$ cat src/rtl/branch_predict_unit.sv
// Bimodal branch predictor with a direct-mapped BTB, plus EX-stage branch resolution and table training.
// Optional feature macro: BP_PERF_CNT_EN builds the resolved-branch and mispredict performance counters.
module branch_predict_unit #(
  parameter int unsigned XLEN     = 32,
  parameter int unsigned ENTRIES  = 16,
  parameter logic [1:0]  CTR_INIT = 2'b01,
  parameter int unsigned PERF_W   = 32
) (
  input  logic              clk_i,
  input  logic              rst_ni,
  input  logic [XLEN-1:0]   fetch_pc_i,
  output logic              pred_taken_o,
  output logic [XLEN-1:0]   pred_target_o,
  input  logic              ex_valid_i,
  input  logic [XLEN-1:0]   ex_pc_i,
  input  logic              is_branch_i,
  input  logic              is_jal_i,
  input  logic              is_jalr_i,
  input  logic [2:0]        funct3_i,
  input  logic              zero_flag_i,
  input  logic              negative_flag_i,
  input  logic              overflow_flag_i,
  input  logic              carry_flag_i,
  input  logic [XLEN-1:0]   ex_target_i,
  input  logic              ex_pred_taken_i,
  input  logic [XLEN-1:0]   ex_pred_target_i,
  output logic              take_branch_o,
  output logic              mispredict_o,
  output logic [XLEN-1:0]   redirect_pc_o,
  output logic [PERF_W-1:0] branch_cnt_o,
  output logic [PERF_W-1:0] mispredict_cnt_o
);

  localparam int unsigned IDX_W = $clog2(ENTRIES);
  localparam int unsigned TAG_W = XLEN - IDX_W - 2;

  logic [ENTRIES-1:0] valid_q;
  logic [ENTRIES-1:0] jump_q;
  logic [TAG_W-1:0]   tag_q [ENTRIES];
  logic [XLEN-1:0]    tgt_q [ENTRIES];
  logic [1:0]         ctr_q [ENTRIES];

  function automatic logic [1:0] sat_inc(input logic [1:0] c);
    return (c == 2'b11) ? 2'b11 : c + 2'b01;
  endfunction

  function automatic logic [1:0] sat_dec(input logic [1:0] c);
    return (c == 2'b00) ? 2'b00 : c - 2'b01;
  endfunction

  // Instruction alignment means the two low PC bits never select anything.
  logic unused_pc_bits;
  assign unused_pc_bits = ^{fetch_pc_i[1:0], ex_pc_i[1:0]};

  // Fetch-side lookup reads registered state only, so an update in the same
  // cycle is seen by the following lookup, never the current one.
  logic [IDX_W-1:0] f_idx;
  logic [TAG_W-1:0] f_tag;
  logic             f_hit;

  assign f_idx = fetch_pc_i[IDX_W+1:2];
  assign f_tag = fetch_pc_i[XLEN-1:IDX_W+2];
  assign f_hit = valid_q[f_idx] && (tag_q[f_idx] == f_tag);

  assign pred_taken_o  = rst_ni && f_hit && (jump_q[f_idx] || ctr_q[f_idx][1]);
  assign pred_target_o = rst_ni ? tgt_q[f_idx] : '0;

  logic            slt;
  logic            sltu;
  logic            br_cond;
  logic            ctrl;
  logic            take;
  logic            mispredict;
  logic [XLEN-1:0] fallthrough_pc;

  assign slt  = negative_flag_i ^ overflow_flag_i;
  assign sltu = ~carry_flag_i;

  always_comb begin
    br_cond = 1'b0;
    case (funct3_i)
      3'b000:  br_cond = zero_flag_i;
      3'b001:  br_cond = ~zero_flag_i;
      3'b100:  br_cond = slt;
      3'b101:  br_cond = ~slt;
      3'b110:  br_cond = sltu;
      3'b111:  br_cond = ~sltu;
      default: br_cond = 1'b0;
    endcase
  end

  assign ctrl = ex_valid_i && (is_branch_i || is_jal_i || is_jalr_i);
  assign take = ctrl && (is_jal_i || is_jalr_i || (is_branch_i && br_cond));

  // A non-control instruction predicted taken (BTB alias) also mispredicts,
  // since take is 0 for it; redirect then falls through to pc+4.
  assign mispredict = ex_valid_i &&
                      ((ex_pred_taken_i != take) ||
                       (take && (ex_pred_target_i != ex_target_i)));
  assign fallthrough_pc = ex_pc_i + XLEN'(4);

  assign take_branch_o = rst_ni && take;
  assign mispredict_o  = rst_ni && mispredict;
  assign redirect_pc_o = (rst_ni && mispredict) ? (take ? ex_target_i : fallthrough_pc) : '0;

  logic [IDX_W-1:0] ex_idx;
  logic [TAG_W-1:0] ex_tag;
  logic             ex_hit;
  logic             upd_take;
  logic             upd_dec;
  logic             upd_inv;

  assign ex_idx   = ex_pc_i[IDX_W+1:2];
  assign ex_tag   = ex_pc_i[XLEN-1:IDX_W+2];
  assign ex_hit   = valid_q[ex_idx] && (tag_q[ex_idx] == ex_tag);
  assign upd_take = ctrl && take;
  assign upd_dec  = ctrl && !take && ex_hit;
  assign upd_inv  = ex_valid_i && !ctrl && ex_pred_taken_i && ex_hit;

  always_ff @(posedge clk_i or negedge rst_ni) begin
    if (!rst_ni) begin
      valid_q <= '0;
      jump_q  <= '0;
      for (int i = 0; i < ENTRIES; i++) begin
        tag_q[i] <= '0;
        tgt_q[i] <= '0;
        ctr_q[i] <= CTR_INIT;
      end
    end else begin
      if (upd_take) begin
        valid_q[ex_idx] <= 1'b1;
        tag_q[ex_idx]   <= ex_tag;
        tgt_q[ex_idx]   <= ex_target_i;
        jump_q[ex_idx]  <= is_jal_i || is_jalr_i;
        ctr_q[ex_idx]   <= ex_hit ? sat_inc(ctr_q[ex_idx]) : 2'b10;
      end else if (upd_dec) begin
        ctr_q[ex_idx]   <= sat_dec(ctr_q[ex_idx]);
      end else if (upd_inv) begin
        valid_q[ex_idx] <= 1'b0;
      end
    end
  end

`ifdef BP_PERF_CNT_EN
  logic [PERF_W-1:0] br_cnt_q;
  logic [PERF_W-1:0] mp_cnt_q;

  always_ff @(posedge clk_i or negedge rst_ni) begin
    if (!rst_ni) begin
      br_cnt_q <= '0;
      mp_cnt_q <= '0;
    end else begin
      if (ctrl)       br_cnt_q <= br_cnt_q + PERF_W'(1);
      if (mispredict) mp_cnt_q <= mp_cnt_q + PERF_W'(1);
    end
  end

  assign branch_cnt_o     = br_cnt_q;
  assign mispredict_cnt_o = mp_cnt_q;
`else
  assign branch_cnt_o     = '0;
  assign mispredict_cnt_o = '0;
`endif

endmodule

$ cat config.mk
export PLATFORM = sky130hd
export DESIGN_NAME = branch_predict_unit
export DESIGN_NICKNAME = d
export VERILOG_FILES = /design/src/rtl/branch_predict_unit.sv
export SDC_FILE = /design/constraint.sdc
export NUM_CORES = 2
export LEC_CHECK = 0
export ABC_AREA = 0
export CORE_ASPECT_RATIO = 1.4
export CORE_MARGIN = 8
export CORE_UTILIZATION = 56
export CTS_BUF_LIST = sky130_fd_sc_hd__clkbuf_8
export CTS_CLUSTER_DIAMETER = 40
export DETAILED_ROUTE_END_ITERATION = 12
export PLACE_DENSITY_LB_ADDON = 0.3
export SETUP_SLACK_MARGIN = 0.4
export SLEW_MARGIN = 20
export SYNTH_ARGS = -nofsm -noshare
export SYNTH_HDL_FRONTEND = slang
export SYNTH_SLANG_ARGS = --single-unit
$ cat constraint.sdc
create_clock -name clk_i -period 8 [get_ports clk_i]
set_input_delay 1.2 -clock clk_i [delete_from_list [all_inputs] [get_ports clk_i]]
set_output_delay 1.2 -clock clk_i [all_outputs]
set_load 0.05 [all_outputs]
==> run metrics <==
std cell rows=131; DR DRC count=0; drt total wl=145 mm; Primary FF master, synth=dfrtp_1; part of the Yosys area used for sequential elements=0.487; die area=101,000 µm²; top post-synthesis cells by area=dfrtp_1 48%, mux2_2 19%, mux4_2 17%; worst-margin pin slew=1.29 ns; die height=373 µm; cell total after placement=4,694; port buffer count=206; CP bufs+invs=4; Syn Area/Cell=14.3 µm²; RSZ-0062 raised after global routing=no; CP max stage cell=clkdlybuf4s50_1; VDD IR max=0.000156 V; Yosys top cell area share=0.479; Static Leak=24.4 nW; commonest non-fill, non-tap cell in the layout=dfrtp_1; clk_skew=0.0294 ns; power density over the cells=263 nW/µm²; Slew headroom=0.134; Syn Inst Count=3,554; share of post-route cells with drive strength above 1=0.440; CP peak stage delay=0.93 ns; clock root buffer master=clkbuf_8; hold_buf cts=0; CTS tree=done; Clk pin slew, worst setup/hold paths=0.06 ns; Req. time, crit path=6.80 ns; largest net degree at the start of global routing=120; initial core utilization=0.562; WHS=0.303 ns; Max H-tree Level=4; Clock Latency Late Sink=0.82 ns; Final min period=6.80 ns; Post-synth EDFFs=0; Top Ports=273; first-pass GRT wire length=219 mm; kind of critical path=input port to primary output; warnings from Yosys=0; number of clock sinks=992; setup bufs post-CTS=0; worst-path cell chain=buf_8 -> buf_12 -> buf_4 -> mux4_2 -> mux4_2 -> xor2_1 -> nor4_1 -> nand2_1 -> nor4_1 -> clkdlybuf4s50_1; FF+latch count, synth=992; drt initial violations=2,933; Register Area=24,800 µm²; Tot GR Track Use=0.286; DR pass1 iterations=7; CP Capture Type=primary output; Pins Over Slew Limit=0; largest area contributor in the netlist=dfrtp_1; Final Setup Violations=0; Final nets=3,804; core area=90,600 µm²; reg2reg setup slack=3.70 ns; antenna viol nets, final=0; Period Utilization, post-route=0.850; CTS Buf Count=158; final hold vios=0; Non-Filler Instances=4,968; CP Launch Type=input port; via density per instance=6.58; fillers=6,774; DIE WIDTH=271 µm; vias in the first global route=34.2k; gr ovfl total=0; fmax=0.147 GHz; Reg2Reg Depth=8; fraction of registers with async set/reset=1.00; cell area after synthesis=51,000 µm²; routability-driven placement congestion ratio=0.877; CTS resizes=0; Netlist cell types=68; arrival time worst endpoint=5.60 ns; status=finished clean; synth-to-layout area growth=12.0%; DPL Wire Length=90.5 mm; area of the multi-input gates=24,500 µm²; R2R Path Start=tag_q[317]$_DFFE_PN0P_; Hold/Removal Path Class=input port to asynchronous set/reset pin; Longest Clk Path Bufs=3; Crit Reg-Reg Endpoint=ctr_q[2]$_DFFE_PN1P_; via count=32.7k; Critical Path Fanout Max=53; max cap viols=0; antenna violations before repair=2; CP top delay family=buffers and inverters; commonest non-fill, non-tap cells in the layout=976 x dfrtp_1, 850 x mux2_2, 392 x mux4_2; routed len/inst=29.2 µm; Fin Setup TNS=0 ns
worst register-to-register path, cell delays in order (launching register included):
cell,delay [ns]
dfrtp_1,0.39
mux4_2,0.47
mux4_2,0.50
xnor2_1,0.66
and4_1,0.59
and4_1,0.32
nand4_1,0.58
nor2_1,0.52
a221oi_1,0.16
report_power, final:
part | internal (mW) | switching, mW | total, mW
Sequential | 6.27 | 0.749 | 7.02
Combinational | 2.06 | 1.51 | 3.57
Clock | 2.39 | 2.02 | 4.41
Total | 10.7 | 4.28 | 15.0
logic make-up (layout without fill, tap and decap cells):
kind of cell | Yosys count | in the layout | synth area share
flip-flops | 992 | 992 | 0.487
AND/OR/NAND/NOR | 371 | 371 | 0.0344
AO/OA/AOI/OAI | 302 | 302 | 0.0420
XOR/XNOR | 118 | 118 | 0.0203
multiplexers | 1307 | 1307 | 0.374
other | 1 | 66 | 0.0000736
buffers and inverters | 459 | 611 | 0.0413
adder cells (fa/ha/maj) | 4 | 4 | 0.000982
state kept, by name (all words and copies together) (netlist names), named ones only:
name    flops
tag_q     416
jump_q     16
ctr_q      32
tgt_q     512
cells in the mapped netlist, types with 3 or more instances:
cell and instances:
buf_4 71, inv_1 25, buf_2 19, dfrtp_1 976, mux2i_1 65, or2_2 3, nor2_1 50, nand3_1 30
a21oi_1 12, o21ai_1 3, a21o_1 5, clkbuf_1 204, o221ai_1 6, nand2_1 168, a22o_1 6, o21ba_2 16
a22oi_1 22, and3_1 11, o221ai_2 10, o22ai_1 3, o211ai_1 3, a221oi_1 9, mux4_2 392, xnor2_1 71
and2_1 36, mux2_2 850, dfstp_2 16, nor2b_1 3, nand4_1 21, nor3_1 12, ha_1 4, or2_0 11
o41ai_1 16, nand2b_1 6, buf_1 127, o21ai_0 128, a211oi_1 42, xor2_1 47, buf_6 9, nor4_1 9
a221oi_2 4
worst max-delay path by stage:
stage	start	end	slack, ns	cells after the start
floorplan	fetch_pc_i[2]	pred_taken_o	1.62	9
global placement	fetch_pc_i[2]	pred_taken_o	1.16	10
detailed placement	fetch_pc_i[2]	pred_taken_o	1.14	10
CTS	fetch_pc_i[2]	pred_taken_o	1.12	10
global route	fetch_pc_i[2]	pred_taken_o	0.95	10
finish	fetch_pc_i[2]	pred_taken_o	1.20	10
metal layers:
metal | GRT usage | wire [µm]
met5 | 0 | 0
met4 | 0.116 | 5970
met3 | 0.0701 | 12700
met2 | 0.450 | 69100
met1 | 0.383 | 57200
final cells by class:
class	count	area share
flip-flops and latches	992	0.435
multi-input cells	2166	0.429
repair buffers	313	0.0526
clock buffers	193	0.0465
well taps	1197	0.0262
clock inverters	78	0.00929
inverters	27	0.00177
diodes	2	0.0000876
metrics by stage:
stage / setup WS, ns / util / power [mW] / area (µm²)
after detailed placement: 1.14 / 0.595 / 10.6 / 53900
after global placement: 1.16 / 0.595 / 10.5 / 53900
after CTS: 1.12 / 0.630 / 15.1 / 57100
final: 1.20 / 0.630 / 15.0 / 57100
after floorplan: 1.62 / - / 9.55 / 51200
after global routing: 0.948 / 0.630 / 15.7 / 57100
(Power assumes the default switching activity.)
